<file path="config.mk">
export PLATFORM = sky130hd
export DESIGN_NAME = jtdd_obj_linebuf
export DESIGN_NICKNAME = d
export VERILOG_FILES = /design/src/rtl/jtdd_pkg.sv /design/src/rtl/jtdd_obj_lbuf_bank.sv /design/src/rtl/jtdd_obj_linebuf.sv
export SDC_FILE = /design/constraint.sdc
export NUM_CORES = 2
export LEC_CHECK = 0
export BUFFER_PORTS_ARGS = -buffer_cell sky130_fd_sc_hd__buf_4
export CAP_MARGIN = 20
export CORE_UTILIZATION = 40
export CTS_CLUSTER_DIAMETER = 60
export DETAILED_ROUTE_END_ITERATION = 6
export PLACE_DENSITY_LB_ADDON = 0.2
export SYNTH_ARGS = -nofsm -noshare
export SYNTH_HDL_FRONTEND = slang
export SYNTH_SLANG_ARGS = --single-unit
</file>
<file path="constraint.sdc">
create_clock -name clk -period 25 [get_ports clk]
set_input_delay 5 -clock clk [delete_from_list [all_inputs] [get_ports clk]]
set_output_delay 5 -clock clk [all_outputs]
set_load 0.01 [all_outputs]
</file>
<file path="src/rtl/jtdd_pkg.sv">
// Shared definitions for the object line buffer: state encoding and the
// transparent pixel code.
package jtdd_pkg;

  typedef enum logic {
    ST_CLR = 1'b0,
    ST_RUN = 1'b1
  } state_t;

  localparam logic [3:0] TRANSP_CODE = 4'h0;

endpackage

</file>
<file path="src/rtl/jtdd_obj_lbuf_bank.sv">
// One line-buffer bank: dual-port RAM with a port-0 mux that picks between
// the clear sweep, the post-read erase and the drawer.
module jtdd_obj_lbuf_bank
  import jtdd_pkg::*;
#(
  parameter int AW = 8,
  parameter int DW = 8
) (
  input  logic          clk,
  input  logic          bank_id,
  input  logic          sel,
  input  logic          clr,
  input  logic [AW-1:0] clr_addr,
  input  logic          erase,
  input  logic [AW-1:0] rd_addr,
  input  logic          we,
  input  logic [AW-1:0] wr_addr,
  input  logic [DW-1:0] wr_data,
  output logic [DW-1:0] rd_data
);

  logic [DW-1:0] mem [0:(1<<AW)-1];

  logic          is_wr;
  logic          p0_we;
  logic [AW-1:0] p0_addr;
  logic [DW-1:0] p0_data;

  // Erase only targets the read bank and the drawer only the write bank,
  // so at most one of them is ever asking for this port.
  always_comb begin
    is_wr   = (bank_id == sel);
    p0_we   = 1'b0;
    p0_addr = wr_addr;
    p0_data = '0;
    if (clr) begin
      p0_we   = 1'b1;
      p0_addr = clr_addr;
    end else if (erase && !is_wr) begin
      p0_we   = 1'b1;
      p0_addr = rd_addr;
    end else if (we && is_wr && (wr_data[3:0] != TRANSP_CODE)) begin
      p0_we   = 1'b1;
      p0_data = wr_data;
    end
  end

  always_ff @(posedge clk) begin
    if (p0_we) mem[p0_addr] <= p0_data;
    rd_data <= mem[rd_addr];
  end

endmodule

</file>
<file path="src/rtl/jtdd_obj_linebuf.sv">
// Double-buffered object line buffer: drawer fills bank sel while bank ~sel
// is read out at pixel rate and erased behind the read pointer.
module jtdd_obj_linebuf
  import jtdd_pkg::*;
#(
  parameter int AW = 8,
  parameter int DW = 8
) (
  input  logic          clk,
  input  logic          rst,
  input  logic          pxl_cen,
  input  logic          LHBL,
  input  logic          flip,
  input  logic [AW-1:0] hdump,
  input  logic          buf_we,
  input  logic [AW-1:0] buf_addr,
  input  logic [DW-1:0] buf_data,
  output logic          busy,
  output logic [DW-1:0] obj_pxl
);

  localparam logic [AW-1:0] ONE = {{(AW-1){1'b0}}, 1'b1};

  state_t        state_q, state_d;
  logic [AW-1:0] clr_cnt_q, clr_cnt_d;
  logic [AW-1:0] rd_addr_q, rd_addr_d;
  logic          sel_q, sel_d;
  logic          lhbl_l_q, lhbl_l_d;
  logic          erase_q, erase_d;
  logic [DW-1:0] obj_pxl_q, obj_pxl_d;
  logic [DW-1:0] rd_data0, rd_data1, rd_data;
  logic          clr;

  assign clr     = (state_q == ST_CLR);
  assign busy    = clr;
  assign obj_pxl = obj_pxl_q;
  assign rd_data = sel_q ? rd_data0 : rd_data1;

  always_comb begin
    state_d   = state_q;
    clr_cnt_d = clr_cnt_q;
    rd_addr_d = rd_addr_q;
    sel_d     = sel_q;
    lhbl_l_d  = LHBL;
    erase_d   = 1'b0;
    obj_pxl_d = obj_pxl_q;
    if (clr) begin
      clr_cnt_d = clr_cnt_q + ONE;
      if (&clr_cnt_q) state_d = ST_RUN;
    end else begin
      if (lhbl_l_q && !LHBL) sel_d = ~sel_q;
      if (pxl_cen) begin
        rd_addr_d = flip ? ~hdump : hdump;
        obj_pxl_d = LHBL ? rd_data : '0;
        erase_d   = LHBL;
      end
    end
  end

  always_ff @(posedge clk or posedge rst) begin
    if (rst) begin
      state_q   <= ST_CLR;
      clr_cnt_q <= '0;
      rd_addr_q <= '0;
      sel_q     <= 1'b0;
      lhbl_l_q  <= 1'b1;
      erase_q   <= 1'b0;
      obj_pxl_q <= '0;
    end else begin
      state_q   <= state_d;
      clr_cnt_q <= clr_cnt_d;
      rd_addr_q <= rd_addr_d;
      sel_q     <= sel_d;
      lhbl_l_q  <= lhbl_l_d;
      erase_q   <= erase_d;
      obj_pxl_q <= obj_pxl_d;
    end
  end

  jtdd_obj_lbuf_bank #(.AW(AW), .DW(DW)) u_bank0 (
    .clk      (clk),
    .bank_id  (1'b0),
    .sel      (sel_q),
    .clr      (clr),
    .clr_addr (clr_cnt_q),
    .erase    (erase_q),
    .rd_addr  (rd_addr_q),
    .we       (buf_we),
    .wr_addr  (buf_addr),
    .wr_data  (buf_data),
    .rd_data  (rd_data0)
  );

  jtdd_obj_lbuf_bank #(.AW(AW), .DW(DW)) u_bank1 (
    .clk      (clk),
    .bank_id  (1'b1),
    .sel      (sel_q),
    .clr      (clr),
    .clr_addr (clr_cnt_q),
    .erase    (erase_q),
    .rd_addr  (rd_addr_q),
    .we       (buf_we),
    .wr_addr  (buf_addr),
    .wr_data  (buf_data),
    .rd_data  (rd_data1)
  );

endmodule
</file>
After elaboration in Yosys (flattened, before gate mapping)
Memory sizes are Yosys's and may differ from the RTL's. A register that Yosys moved wholly into a read port is not among the register bits.
Index checks and enable logic that the tools add are counted.
Word-level totals
  register bits: 28
  RAM bits: 4096
  input port bits: 30
  memories kept: 2
Cells by class
  add/sub/neg operators: 1
  muxes and demuxes: 27
  bitwise logic cells: 3
  reductions and logical operators: 13
Memory list
  u_bank0.mem: words 256, width 8, read ports 1, clocked after memory_dff 1, write ports 1, RTL line jtdd_obj_lbuf_bank.sv:22  | logic [DW-1:0] mem [0:(1<<AW)-1];
  u_bank1.mem: words 256, width 8, read ports 1, clocked after memory_dff 1, write ports 1, RTL line jtdd_obj_lbuf_bank.sv:22
Operator list (number)
  $mux W8: 13
  $mux W1: 14
  $add A8 B1 Y8 const B: 1
  $not A8 Y8: 1
  $reduce_and A8 Y1: 1
  $logic_and A1 B1 Y1: 7
  $reduce_and A2 Y1: 2
  $reduce_bool A4 Y1: 1
  $logic_not A1 Y1: 2
  $not A1 Y1: 2

Longest topological paths before layout
  word-level depth: 8
  depth in mapped cells: 13
  depth with buffers taken out: 6

Modules after synthesis
A second synthesis with hierarchy kept.
Unflattened totals
  cell total of the unflattened synthesis: 7770
  area, all modules: 161387.3 µm²
Modules (own cells, without submodules)
  jtdd_obj_lbuf_bank: instances 2, cells an instance 3830, area each 80075.5 µm², sequential area each 61659.1 µm²
  jtdd_obj_linebuf: instances 1, cells an instance 110, area each 1236.2 µm², sequential area each 701.9 µm²

Worst setup path after synthesis
Ideal clock, no wire load.
  path type: input -> register
  start: input port buf_data[1]
  end: memory u_bank1.mem[0][4] (data pin)
  arrival: 11236 ps
  data required time: 23610 ps
  slack: 12374 ps
  cell stages on the path: 4
  buffers on the path: 0
  path through: o41ai_1 -> inv_1 -> nand2_1 -> nor2_1
Between the ends
  cells in the longest elaborated chain, start to end: 5
RTL lines
  start, declared: RTL line jtdd_obj_linebuf.sv:17  | input logic [DW-1:0] buf_data,
  $reduce_bool A4 Y1: RTL line jtdd_obj_lbuf_bank.sv:42  | end else if (we && is_wr && (wr_data[3:0] != TRANSP_CODE)) begin
  $logic_and A1 B1 Y1: RTL line jtdd_obj_lbuf_bank.sv:42
  $mux W8: RTL line jtdd_obj_lbuf_bank.sv:42
  $mux W8: RTL line jtdd_obj_lbuf_bank.sv:39  | end else if (erase && !is_wr) begin
  $mux W8: RTL line jtdd_obj_lbuf_bank.sv:36  | if (clr) begin
  net u_bank1.p0_data[4]: RTL line jtdd_obj_lbuf_bank.sv:27  | logic [DW-1:0] p0_data;
  end, declared: RTL line jtdd_obj_lbuf_bank.sv:22
The timed path passes the listed nets, and every way through them passes these cells.

Final worst setup path
  start: input port buf_data[1]
  end: memory u_bank1.mem[235][2] (enable)
Between the ends
  cells in the longest elaborated chain, start to end: 7
RTL lines
  $reduce_bool A4 Y1: RTL line jtdd_obj_lbuf_bank.sv:42
  $logic_and A1 B1 Y1: RTL line jtdd_obj_lbuf_bank.sv:42
  $mux W1: RTL line jtdd_obj_lbuf_bank.sv:42
  $mux W1: RTL line jtdd_obj_lbuf_bank.sv:39
  $mux W1: RTL line jtdd_obj_lbuf_bank.sv:36
  $mux W1: RTL line jtdd_obj_lbuf_bank.sv:49  | if (p0_we) mem[p0_addr] <= p0_data;
  $mux W1 (not written as such): RTL line jtdd_obj_lbuf_bank.sv:49
No other way between the ends.

==> out/summary.log <==
INFO  synthesis      asyncSetResetFlopFracSynth=0.00676
INFO  drt            drt_pre_antenna_iters=6
INFO  grt            grt_pass1_wl=627mm
INFO  grt            grt_antenna_before_repair=22
INFO  floorplanning  num_io_pins=39
INFO  sta            finClkSkew=56.6ps
INFO  worst_setup_path r2r_path_start=rd_addr_q[0]
INFO  floorplanning  die-height=638um
INFO  sta            min_period_over_period=0.332
INFO  synthesis      synth.net_count=7960
INFO  synthesis      yosysSeqAreaShare=0.766
INFO  sta            slew_headroom=0.154
INFO  drt            routedWlPerCell=32.1um
INFO  sta            hold_ws=501ps
INFO  grt            grt.total_usage=0.214
INFO  power          leakagePower=43.9nW
INFO  sta            setup_total_negative_slack=0ps
INFO  drt            post-route-drc-count=0
INFO  clock_network  tritoncts=done
INFO  sta            maxSlewViolCount=0
INFO  power          cellPowerDensity=76.7nW/um2
INFO  job            timing.max_cap.violations=0
INFO  outcome        run_status=complete, no violations
INFO  clock_network  postCtsHoldBufs=0
INFO  synthesis      synth_common_cells=sky130_fd_sc_hd__edfxtp_1, sky130_fd_sc_hd__mux4_2, sky130_fd_sc_hd__mux2i_1, sky130_fd_sc_hd__nor2_1, sky130_fd_sc_hd__o221ai_1
INFO  clock_network  cts_repair_resize_count=0
INFO  sta            hold_violations=0
INFO  synthesis      yosys_register_bits=4140
INFO  drt            drt_iter0_drc=8684
INFO  layout         area_growth_syn_to_layout=12.4%
INFO  sta            report.final.setup_viol=0
INFO  grt            global_route.overflow_total=0
INFO  synthesis      synth-edff-count=4096
INFO  synthesis      synth_cell_type_count=56
INFO  worst_setup_path startpoint_type=input port
INFO  synthesis      synth.area.top_cells=sky130_fd_sc_hd__edfxtp_1, sky130_fd_sc_hd__mux4_2, sky130_fd_sc_hd__mux2i_1
INFO  clock_network  post-cts-setup-buffers=0
INFO  worst_setup_path worst_setup_path_startpoint=buf_data[1]
INFO  worst_setup_path cp-end-kind=flip-flop
INFO  floorplanning  row_count=233
INFO  worst_setup_path criticalPathCategory=input port to flip-flop
INFO  floorplanning  die_area=407000um2
INFO  layout         finish.net_count=8104
INFO  grt            grt_pass1_vias=80700
INFO  synthesis      yosysTopAreaCellShare=0.760
INFO  grt            grt_max_degree=191
INFO  synthesis      yosysMostFrequentCell=sky130_fd_sc_hd__edfxtp_1
INFO  synthesis      ys_dominant_reg_cell=sky130_fd_sc_hd__edfxtp_1
INFO  drt            antenna_violating_nets_post_route=0
INFO  place          detailedPlacementHpwl=270mm
INFO  place          gpl.final_weighted_congestion=0.868
INFO  synthesis      synth_warnings=0
INFO  floorplanning  floorplan.initialDensity=0.402
INFO  worst_setup_path critical_path_arrival=8900ps
INFO  drt            drt-total-wl=444mm
INFO  synthesis      synthesis.instances=7929
INFO  clock_network  cts_made_buffers=419
INFO  sta            max_slew.worst_pin.slew=1270ps
INFO  layout         drive_gt1_frac=0.211
INFO  clock_network  ctsHtreeMaxLevel=5
INFO  sta            rsz0062_at_grt=false
INFO  synthesis      yosysTopAreaCell=sky130_fd_sc_hd__edfxtp_1
INFO  floorplanning  die-width=638um
INFO  hold_path      worst_hold_startpoint=obj_pxl[6]
INFO  clock_network  clkLatencyLatePin=980ps
INFO  sta            min_period=8300ps
INFO  sta            highest_clock_rate=0.121GHz
INFO  clock_network  cts.root.buffer_cell=sky130_fd_sc_hd__clkbuf_16
INFO  drt            detailroute.via_count=80300
INFO  drt            average_via_count_per_standard_cell=5.80
INFO  worst_setup_path worst_ep_required_time=25600ps
INFO  clock_network  clkTransAtPathRegs=60ps
INFO  floorplanning  core-area=403000um2
INFO  synthesis      synth.cell_area=162000um2
INFO  clock_network  cts_max_path_buffers=4
INFO  clock_network  tritoncts_sinks=4140
INFO  worst_setup_path crit_fanout=19
INFO  place          port-buffer-count=38
INFO  hold_path      min-delay-path-class=flip-flop to flip-flop
INFO  synthesis      post_synthesis_mean_instance_area=20.4um2
INFO  power          irDropWorstVdd=0.0644mV
==> sequential cells by signal (all words and copies together) (netlist names) <==
signal,cells
u_bank1.rd_data,8
u_bank0.rd_data,8
u_bank0.mem,2048
clr_cnt_q,8
rd_addr_q,8
state_q,1
erase_q,1
lhbl_l_q,1
obj_pxl,8
u_bank1.mem,2048
sel_q,1
==> final cells by class <==
| type | instances | area (um2) |
|---|---|---|
| Fill cell | 33800 | 221000 |
| Sequential cell | 4140 | 124000 |
| Multi-Input combinational cell | 3290 | 35100 |
| Clock buffer | 486 | 10900 |
| Tap cell | 5405 | 6760 |
| Clock inverter | 294 | 3260 |
| Timing Repair Buffer | 212 | 1920 |
| Inverter | 10 | 50.0 |
| Antenna cell | 6 | 15.0 |
==> layer usage <==
layer,share of wire,vias to the layer above,track usage,wire length [um]
li1,-,33400,-,-
met1,0.42,42900,0.300,187000
met2,0.47,3431,0.342,210000
met3,0.068,609,0.0357,30200
met4,0.037,2,0.0711,16300
met5,0.000029,-,0,13
==> cells by family after synthesis <==
group | count (synthesis) | share of synthesized area
buf+inv | 499 | 0.0191
compound gates | 820 | 0.0360
fa+ha+maj | 1 | 0.0000773
simple gates | 933 | 0.0241
mux | 1520 | 0.154
flops | 4140 | 0.766
xor+xnor | 16 | 0.000865
==> worst max-delay path, stage by stage <==
cell,delay (ps)
sky130_fd_sc_hd__buf_4,120
sky130_fd_sc_hd__o41ai_2,340
sky130_fd_sc_hd__buf_4,260
sky130_fd_sc_hd__inv_1,90
sky130_fd_sc_hd__nand2_1,510
sky130_fd_sc_hd__nand3_1,750
sky130_fd_sc_hd__nand3_1,1090
sky130_fd_sc_hd__buf_4,450
sky130_fd_sc_hd__nor2_1,240
==> final timing paths <==
path                                        to  slack, ps  cells past startpoint
max                        u_bank1.mem[235][2]      16700                      9
min                                 obj_pxl[6]        500                      2
max reg2reg                 u_bank0.rd_data[7]      16920                     10
min reg2reg                         obj_pxl[6]        500                      2
max in group asynchronous         rd_addr_q[1]      19930                      2
min in group asynchronous         clr_cnt_q[7]       4330                      2
==> per-stage QoR <==
step	std cells	power, mW	utilization	instance area (um2)	setup slack (ps)
6_report	13800	14.0	0.452	182000	16700
5_1_grt	13800	14.3	0.452	182000	16510
4_1_cts	13800	14.1	0.451	182000	16860
3_5_place_dp	13100	7.67	0.416	168000	15820
3_3_place_gp	13000	7.67	0.416	168000	15770
2_1_floorplan	7929	7.66	-	162000	12370
==> power by group <==
| group | leakage [nW] | switching, mW | internal [mW] |
|---|---|---|---|
| Sequential | 28.8 | 0.0000242 | 7.51 |
| Combinational | 8.25 | 0.00768 | 0.00447 |
| Clock | 6.87 | 2.69 | 3.75 |
| Total | 43.9 | 2.70 | 11.3 |
==> cells in the final DEF, fill, tap and decap left out, drive strengths merged, types with 3 or more instances in the layout <==
cell type     n
nor4         15
mux4        768
nand3        40
nand4b        3
o221ai      260
dfrtp        27
clkinv      186
nor2b         8
nor3        101
clkbuf      486
o31ai        16
buf         212
a22o         32
clkinvlp     28
edfxtp     4096
a21oi       163
nor2        599
xnor2        11
bufinv       59
a21o          7
inv          31
mux2         98
nand2b        6
o211ai        3
o21ai        51
mux2i       654
nand2       119
dfxtp        16
o22ai       183
diode         6
xor2          5
a22oi        52
a221oi       32
nand4        15
o32ai        17
and2          8
and3          8
Note: power is estimated with default switching activity, not from simulation.
